<file path="config.mk">
export PLATFORM = sky130hd
export DESIGN_NAME = serial_frame_receiver
export DESIGN_NICKNAME = d
export VERILOG_FILES = /design/src/rtl/serial_rx_pkg.sv /design/src/rtl/serial_rx_holdreg.sv /design/src/rtl/serial_frame_receiver.sv
export SDC_FILE = /design/constraint.sdc
export NUM_CORES = 1
export LEC_CHECK = 0
export BUFFER_PORTS_ARGS = -buffer_cell sky130_fd_sc_hd__buf_2
export CORE_UTILIZATION = 51
export CTS_CLUSTER_SIZE = 8
export DETAILED_ROUTE_END_ITERATION = 10
export GPL_TIMING_DRIVEN = 0
export PLACE_DENSITY_LB_ADDON = 0.1
export SYNTH_ARGS = -nofsm -noshare
export SYNTH_HDL_FRONTEND = slang
export SYNTH_SLANG_ARGS = --single-unit
</file>
<file path="constraint.sdc">
create_clock -name clk_i -period 1.85 [get_ports clk_i]
set_clock_uncertainty 0.2 [all_clocks]
set_input_delay 0.185 -clock clk_i [delete_from_list [all_inputs] [get_ports clk_i]]
set_output_delay 0.185 -clock clk_i [all_outputs]
set_load 0.005 [all_outputs]
</file>
<file path="src/rtl/serial_rx_pkg.sv">
`default_nettype none
// ============================================================================
// Module      : serial_rx_pkg
// Description : Shared types and helpers for the serial link word receivers:
//               parity-mode constants, receive state enum, idle-word helper.
// Revision    : 1.0 - initial release
// ============================================================================
package serial_rx_pkg;

  localparam int PAR_NONE = 0;
  localparam int PAR_EVEN = 1;
  localparam int PAR_ODD  = 2;

  typedef enum logic [1:0] {
    HUNT = 2'd0,
    DATA = 2'd1,
    PAR  = 2'd2
  } rx_state_t;

  // All-ones pattern of the requested width (1..32), right-aligned in 32 bits.
  function automatic logic [31:0] IDLE_WORD(input int width);
    IDLE_WORD = 32'hFFFF_FFFF >> (32 - width);
  endfunction

endpackage
`default_nettype wire

</file>
<file path="src/rtl/serial_rx_holdreg.sv">
`default_nettype none
// ============================================================================
// Module      : serial_rx_holdreg
// Description : One-entry VALID/READY output register for link receivers.
//               Loads a completed word when empty or being drained, drops it
//               (with a one-cycle OVERFLOW pulse) when full and not drained.
// Revision    : 1.0 - initial release
// ============================================================================
module serial_rx_holdreg
  import serial_rx_pkg::*;
#(
  parameter int WIDTH = 16
) (
  input  logic             clk_i,
  input  logic             rst_i,
  input  logic             load_i,
  input  logic [WIDTH-1:0] word_i,
  input  logic             perr_i,
  input  logic             ready_i,
  output logic [WIDTH-1:0] out_o,
  output logic             valid_o,
  output logic             parity_err_o,
  output logic             overflow_o
);

  localparam logic [31:0]      IDLE_FULL = IDLE_WORD(WIDTH);
  localparam logic [WIDTH-1:0] IDLE      = IDLE_FULL[WIDTH-1:0];

  logic [WIDTH-1:0] out_q, out_d;
  logic             valid_q, valid_d;
  logic             perr_q, perr_d;
  logic             ovf_q, ovf_d;

  // Decide between load, drop-with-overflow, drain, or hold.
  always_comb begin
    out_d   = out_q;
    valid_d = valid_q;
    perr_d  = perr_q;
    ovf_d   = 1'b0;
    if (load_i) begin
      if (!valid_q || ready_i) begin
        out_d   = word_i;
        valid_d = 1'b1;
        perr_d  = perr_i;
      end else begin
        ovf_d = 1'b1;
      end
    end else if (valid_q && ready_i) begin
      out_d   = IDLE;
      valid_d = 1'b0;
      perr_d  = 1'b0;
    end
  end

  // Output register; reset empties it and clears any pending overflow.
  always_ff @(posedge clk_i) begin
    if (rst_i) begin
      out_q   <= IDLE;
      valid_q <= 1'b0;
      perr_q  <= 1'b0;
      ovf_q   <= 1'b0;
    end else begin
      out_q   <= out_d;
      valid_q <= valid_d;
      perr_q  <= perr_d;
      ovf_q   <= ovf_d;
    end
  end

  assign out_o        = out_q;
  assign valid_o      = valid_q;
  assign parity_err_o = perr_q;
  assign overflow_o   = ovf_q;

endmodule
`default_nettype wire

</file>
<file path="src/rtl/serial_frame_receiver.sv">
`default_nettype none
// ============================================================================
// Module      : serial_frame_receiver
// Description : LSB-first serial-to-parallel receiver with FRAME realignment,
//               optional even/odd parity and a one-entry output register.
// Revision    : 1.0 - initial release
// ============================================================================
module serial_frame_receiver
  import serial_rx_pkg::*;
#(
  parameter int WIDTH  = 16,
  parameter int PARITY = 0
) (
  input  logic             clk_i,
  input  logic             rst_i,
  input  logic             data_i,
  input  logic             enable_i,
  input  logic             frame_i,
  output logic [WIDTH-1:0] out_o,
  output logic             valid_o,
  input  logic             ready_i,
  output logic             parity_err_o,
  output logic             overflow_o
);

  // Counter is one bit wider than an index so it can never wrap.
  localparam int CW = $clog2(WIDTH) + 1;

  rx_state_t        state_q, state_d;
  logic [CW-1:0]    cnt_q, cnt_d;
  logic [WIDTH-1:0] shreg_q, shreg_d;
  logic             par_q, par_d;
  logic             w_complete;
  logic             w_perr;

  // Next-state logic: FRAME always restarts a word; otherwise collect bits.
  always_comb begin
    state_d    = state_q;
    cnt_d      = cnt_q;
    shreg_d    = shreg_q;
    par_d      = par_q;
    w_complete = 1'b0;
    w_perr     = 1'b0;
    if (enable_i) begin
      if (frame_i) begin
        shreg_d    = '0;
        shreg_d[0] = data_i;
        cnt_d      = CW'(1);
        par_d      = data_i;
        state_d    = DATA;
      end else begin
        case (state_q)
          HUNT: begin
            state_d = HUNT;
          end
          DATA: begin
            for (int i = 0; i < WIDTH; i++) begin
              if (cnt_q == CW'(i)) shreg_d[i] = data_i;
            end
            par_d = par_q ^ data_i;
            cnt_d = cnt_q + CW'(1);
            if (cnt_q == CW'(WIDTH - 1)) begin
              if (PARITY == PAR_NONE) begin
                w_complete = 1'b1;
                state_d    = HUNT;
                cnt_d      = '0;
              end else begin
                state_d = PAR;
              end
            end
          end
          PAR: begin
            w_complete = 1'b1;
            state_d    = HUNT;
            cnt_d      = '0;
            // par_q holds the XOR of the data bits; fold in the parity bit.
            w_perr     = (PARITY == PAR_ODD) ? ~(par_q ^ data_i) : (par_q ^ data_i);
          end
          default: begin
            state_d = HUNT;
          end
        endcase
      end
    end
  end

  // Receive state register.
  always_ff @(posedge clk_i) begin
    if (rst_i) begin
      state_q <= HUNT;
      cnt_q   <= '0;
      shreg_q <= '0;
      par_q   <= 1'b0;
    end else begin
      state_q <= state_d;
      cnt_q   <= cnt_d;
      shreg_q <= shreg_d;
      par_q   <= par_d;
    end
  end

  serial_rx_holdreg #(
    .WIDTH (WIDTH)
  ) u_holdreg (
    .clk_i        (clk_i),
    .rst_i        (rst_i),
    .load_i       (w_complete),
    .word_i       (shreg_d),
    .perr_i       (w_perr),
    .ready_i      (ready_i),
    .out_o        (out_o),
    .valid_o      (valid_o),
    .parity_err_o (parity_err_o),
    .overflow_o   (overflow_o)
  );

endmodule
`default_nettype wire

</file>
---- After elaboration in Yosys (flattened, before gate mapping) ----
Index checks and enable logic that the tools add are counted.
cells by class
  equality and inequality tests ........... 19
  bitwise operators ....................... 2
  add/subtract/negate cells ............... 1
  mux-type cells .......................... 43
  reduce and logical (&&, ||, !) cells .... 12
operators by type and width
  operator               count
  $mux W16               6
  $eq A5 B4 Y1 const B   8
  $mux W1                30
  $eq A5 B3 Y1 const B   4
  $eq A5 B2 Y1 const B   2
  $mux W5                2
  $pmux W5 S2            1
  $reduce_and A2 Y1      4
  $mux W2                3
  $add A5 B1 Y5 const B  1
  $eq A5 B1 Y1 const B   1
  $logic_not A5 Y1       1
  $reduce_bool A2 Y1     2
  $ne A3 B3 Y1 const B   1
  $reduce_bool A3 Y1     1
  $eq A2 B1 Y1 const B   1
  $eq A2 B2 Y1 const B   1
  $ne A2 B2 Y1 const B   1
  $pmux W1 S2            1
  $reduce_or A2 Y1       1
  $logic_and A1 B1 Y1    1
  $logic_not A1 Y1       1
  $logic_or A1 B1 Y1     1
  $not A1 Y1             1
  $xor A1 B1 Y1          1
storage, ports and cells
  input bits .............................. 6
  output and inout port bits .............. 19
  logic and storage cells ................. 85
  flip-flop bits (word level) ............. 43

---- Depth between registers and ports, before layout ----
  depth after elaboration ................. 7
  depth in mapped cells ................... 6
  depth with buffers taken out ............ 6

---- Cells and area by module ----
A second synthesis with hierarchy kept.
unflattened totals
  cells, all modules ...................... 276
  area total of the unflattened synthesis .. 2337.2 µm²
modules (own cells, without submodules)
  module                 instances  seq. area each (µm²)  area each (µm²)  cells an instance
  serial_frame_receiver  1          440.4                 1370.1           172
  serial_rx_holdreg      1          380.4                 967.2            104

---- Worst setup path before layout ----
Ideal clock, no wire load.
  path type ............................... register to register
  from .................................... register cnt_q[0]
  to ...................................... register u_holdreg.out_q[9], in the netlist u_holdreg.out_o[9]
  buffers on the path ..................... 1
  arrival ................................. 1756 ps
  data required time ...................... 1592 ps
  cell stages (with the launch flop) ...... 7
  setup time .............................. 58 ps
  setup slack ............................. -165 ps
  clock period less this slack ............ 2015 ps
  cell sequence ........................... dfxtp_1 -> ha_1 -> nand3b_4 -> or4_4 -> o21ai_4 -> buf_6 -> o22a_1
between the ends
  word-level cells in the longest chain between the ends .. 7
  elaborated cells on any way between the ends .. 15
  classes of those cells .................. eq/ne: 3; mux: 10; reduce/logical: 2
RTL lines
  what                                                            RTL line                                                  source
  start, declared                                                 serial_frame_receiver.sv:30                               logic [CW-1:0] cnt_q, cnt_d;
  start signal, assigned                                          serial_frame_receiver.sv:96                               cnt_q <= cnt_d;
  $eq A5 B4 Y1 (on tied branches)                                 serial_frame_receiver.sv:62, serial_frame_receiver.sv:58
  $mux W1 (on tied branches)                                      serial_frame_receiver.sv:62, serial_frame_receiver.sv:58
  $pmux W1 S2 / $mux W16 (equally long branches)                  serial_frame_receiver.sv:52                               case (state_q)
  $mux W1 / $mux W16 (equally long branches)                      serial_frame_receiver.sv:45                               if (frame_i) begin
  $mux W1 / $mux W16 (equally long branches)                      serial_frame_receiver.sv:44                               if (enable_i) begin
  $ne A2 B2 Y1 (no line) (tied with other cells)                  --
  $reduce_and A2 Y1 (no line) / $mux W16 (equally long branches)  --
  end signal, assigned                                            serial_rx_holdreg.sv:63                                   out_q <= out_d;
  end, declared                                                   serial_rx_holdreg.sv:29                                   logic [WIDTH-1:0] out_q, out_d;
Several ways; a longest one is shown, not always the timed one. The select of a mux whose other input is x is not followed.
A chain may end at the register's enable or synchronous reset.

---- Final worst setup path ----
  from .................................... register cnt_q[0]
  to ...................................... register u_holdreg.out_q[12], in the netlist u_holdreg.out_o[12]
The elaborated chain is that of the path after synthesis.

==> out/results.env <==
SYNTHDISTINCTLIBCELLS=40
CLOCK_INSERTION_DELAY_WORST_SKEW_NS=0.30
RSZ_0062_RAISED_AFTER_GLOBAL_ROUTING='true'
POWER-PER-CELL-AREA_nW_PER_UM2=644
YOSYS.AREA.TOP_TYPE_SHARE=0.408
MAPPED_AVG_CELL_AREA_UM2=9.48
ANTENNADIODECOUNT=0
WORSTSETUPSTARTPOINTTYPE='flop'
STDCELL_AREA_UM2=2410
TIMING_WORST_SLEW_PIN_VALUE_NS=0.531
CLOCK-ROOT-BUFFER='sky130_fd_sc_hd__clkbuf_8'
POSTROUTEWIRELENGTH_UM=4760
YS_WARN_COUNT=0
SYNTH.TOP_CELLS.BY_COUNT='sky130_fd_sc_hd__dfxtp_1 (39), sky130_fd_sc_hd__nor2b_1 (19), sky130_fd_sc_hd__nor2_1 (13)'
SYNTH_FF_TYPE='sky130_fd_sc_hd__dfxtp_1'
TRITONCTS='yes'
DESIGN_POWER_TOTAL_uW=1550
POST-ROUTE-PERIOD-UTIL=1.05
FINAL_CRITICAL_PATH_SETUP_SLACK_NS=-0.0957
AREA.GROWTH.SYNTH_TO_FINAL_PCT=26.0
FIRST_GLOBAL_VIAS=1596
FINISH.CELL_COUNT_WITHOUT_FILLERS=294
FMAX_MHz=514
NUMBER_OF_ANTENNA_VIOLATIONS_AT_THE_FIRST_CHECK_IN_GLOBAL_ROUTING=0
YOSYSSEQAREASHARE=0.408
LAYOUT-DRIVE-GT1-SHARE=0.367
POST-SYNTH-TOP-AREA-CELL='sky130_fd_sc_hd__dfxtp_1'
SYNTH.NET_COUNT=212
CRITICAL_PATH.REG2REG.ENDPOINT='u_holdreg.out_o[12]'
COUNT_OF_NETS_LEFT_WITH_ANTENNA_VIOLATIONS_AFTER_DETAIL_ROUTING=0
HOLDPATHSTAGES=4
STATUS='finished with violations'
PRE_CTS_WS_NS=-0.282
PLACED_CELL_AREA_UM2=2100
NUM-NETS-FINAL=257
ROUTED-VIA-COUNT=1648
POST-ROUTE-DRC-COUNT=0
SYNTHTOPCELLSBYAREA='sky130_fd_sc_hd__dfxtp_1 (41%), sky130_fd_sc_hd__nor2b_1 (6.2%), sky130_fd_sc_hd__o21ba_2 (4.7%)'
DRTPASS1ITERATIONS=4
SYNTHESIS.INSTANCES=202
ROUTEDWLPERCELL_UM=16.2
ASYNCSETRESETFLOPFRACSYNTH=0
WORST_EP_ARRIVAL_TIME_NS=1.98
SYNTH.CELL_AREA_UM2=1920
TIMING.RR.START='cnt_q[0]'
TRITONCTS.NUM_BUFFERS=5
CLOCK-SINKS=39
PATH_MAX_FANOUT=5
HOLD_FAILS_FINAL_RPT=0
GRT-OVFL-TOTAL=0
CLOCK_PATH_BUFFERS=2
LARGEST_NET_DEGREE_AT_THE_START_OF_GLOBAL_ROUTING=13
WORST-SETUP-PATH-TYPE='reg -> reg'
TIMING.CRITICAL_PATH.REQUIRED_NS=1.89
LAYOUT_UTILIZATION=0.696
ROWS=21
HP-START='ready_i'
DRT-VIAS-PER-INSTANCE=5.61
CLK_PIN_SLEW_WORST_PATHS_NS=0.07
IOPINCOUNT=25
SLEW_VIOL_FINAL=0
R2R.WORST_PATH.CELLS=6
SLEW_HEADROOM=0.646
MAXCAPVIOLCOUNT=0
NUMPORTBUFFERS=22
PLACED_CELLS_INCL_TAPS=270
CRITPATHCAPTURETYPE='flop'
POST-ROUTE-MIN-PERIOD_NS=1.95
FAILED_CHECKS='negative setup slack'
SETUP-VIOLATIONS-FINAL=16
DRT_FIRST_ITER_VIOLATIONS=57
SYNTH_EDF_COUNT=0
CORE_REGION_AREA_UM2=3470
PATH_CELLS='ha_4 > nand3b_4 > or4_4 > o21ai_4 > buf_6 > a2bb2oi_2'
POST-DP-HPWL_UM=3070
WIRE_LENGTH_OF_THE_FIRST_GLOBAL_ROUTING_PASS_UM=7690
WORST_VDD_IR_mV=0.411
SYNTH_MOST_COMMON_CELL='sky130_fd_sc_hd__dfxtp_1'
HTREE_LEVELS=2
REG2REG_SLACK_NS=-0.1
MIN_DELAY_WORST_ENDPOINT='u_holdreg.valid_o'
GLOBALROUTETOTALUTIL=0.254
GLOBALPLACE.CONGESTION=0.795
DIE-AREA_UM2=4000
LEAKAGEPOWER_uW=0.000901
FP.DIEH_UM=63.3
COUNT_OF_STATE_ELEMENTS_AFTER_SYNTHESIS=39
TIMING.CRITICAL_PATH.SLOWEST_STAGE_CELL='sky130_fd_sc_hd__or4_4'
FP.DIEW_UM=63.3
WORST_HOLD_PATH_TYPE='in -> reg'
INITIAL_UTILIZATION=0.552
TIMING.CRITICAL_PATH.SLOWEST_CELL_DELAY_NS=0.54
==> power by group <==
| group | leakage [uW] | switching, uW | total [uW] | internal [uW] |
|---|---|---|---|---|
| registers | 0.000317 | 5.38 | 848 | 842 |
| clock network | 0.0000455 | 305 | 570 | 264 |
| logic | 0.000538 | 78.5 | 136 | 57.4 |
| total | 0.000901 | 389 | 1550 | 1160 |
==> worst max-delay path: cells and delay by family, from the launching register on <==
| kind | cells | cell delay, ns |
|---|---|---|
| fa+ha+maj | 1 | 0.14 |
| simple gates | 2 | 0.62 |
| flops | 1 | 0.37 |
| buf+inv | 1 | 0.16 |
| compound gates | 2 | 0.39 |
==> metrics by stage <==
stage,hold slack [ns],TNS (ns)
4_1_cts,0.0135,-1.43
6_report,0.0292,-1.20
5_1_grt,0.0641,-2.89
3_3_place_gp,0.235,-3.05
3_5_place_dp,0.243,-3.98
2_1_floorplan,0.158,-0.616
==> cell families (layout without fill, tap and decap cells) <==
family,after synthesis,after routing,share of synthesized area
simple gates,71,71,0.220
compound gates,59,59,0.252
flops,39,39,0.408
buf+inv,19,65,0.0457
mux,8,8,0.0418
fa+ha+maj,4,4,0.0261
other cells,1,1,0.00196
xor+xnor,1,1,0.00457
==> flip-flops by register name, summed over array words and instances, names as in the netlist <==
| signal | count |
|---|---|
| cnt_q | 5 |
| shreg_q | 15 |
| state_q | 1 |
| u_holdreg.out_o | 16 |
| u_holdreg.overflow_o | 1 |
| u_holdreg.valid_o | 1 |
==> cell type report <==
type                            instances  area (um^2)
Buffer                                 15         77.6
Clock buffer                            6         72.6
Fill cell                             296         1050
Sequential cell                        39          790
Tap cell                               46         57.6
Clock inverter                          2         11.3
Multi-Input combinational cell        144         1130
Inverter                                4         22.5
Timing Repair Buffer                   38          256
==> cells in the final DEF, fill, tap and decap left out, drive strengths merged <==
cell         Yosys  layout
dlygate4sd3      0       1
nand2           11      11
mux2i            8       8
or4              1       1
nand4            2       2
o21a             2       2
nand2b           5       5
clkbuf          11      17
and2             1       1
and2b            3       3
o31ai            6       6
nand3            1       1
and3b            1       1
ha               4       4
xnor2            1       1
nand4b           1       1
buf              4      41
a21oi           11      11
inv              4       5
clkinv           0       1
o21ba            9       9
a2bb2oi          9       9
and3             1       1
conb             1       1
a31oi            1       1
nor2b           19      19
or3              1       1
nand3b           4       4
o211ai           2       2
nor2            13      13
nor3             6       6
and4b            1       1
o22a             9       9
o21ai           10      10
dfxtp           39      39
==> how the worst max path moves through the flow <==
stage               cells past startpoint  slack (ns)      from                  end
CTS                                     6       -0.11  cnt_q[0]  u_holdreg.out_o[12]
global placement                        6       -0.23  cnt_q[1]  u_holdreg.out_o[14]
floorplan                               6       -0.06  cnt_q[1]   u_holdreg.out_o[9]
detailed placement                      6       -0.28  cnt_q[1]  u_holdreg.out_o[12]
global route                            6       -0.17  cnt_q[3]  u_holdreg.out_o[12]
finish                                  6        -0.1  cnt_q[0]  u_holdreg.out_o[12]
==> routing by layer <==
metal	up-vias	track usage	wire length (um)
li1	800	-	-
met1	796	0.292	1950
met2	41	0.440	2510
met3	11	0.0616	186
met4	0	0.116	110
met5	-	0	0
==> repair_timing <==
item	4_1_cts	5_1_grt
gates cloned	1	0
pin swaps	13	13
hold endpoints to repair	1	0
hold buffers	1	0
setup endpoints to repair	24	31
buffers inserted	9	5
resized for setup	12	24
Power figures use the tool's default switching activity.
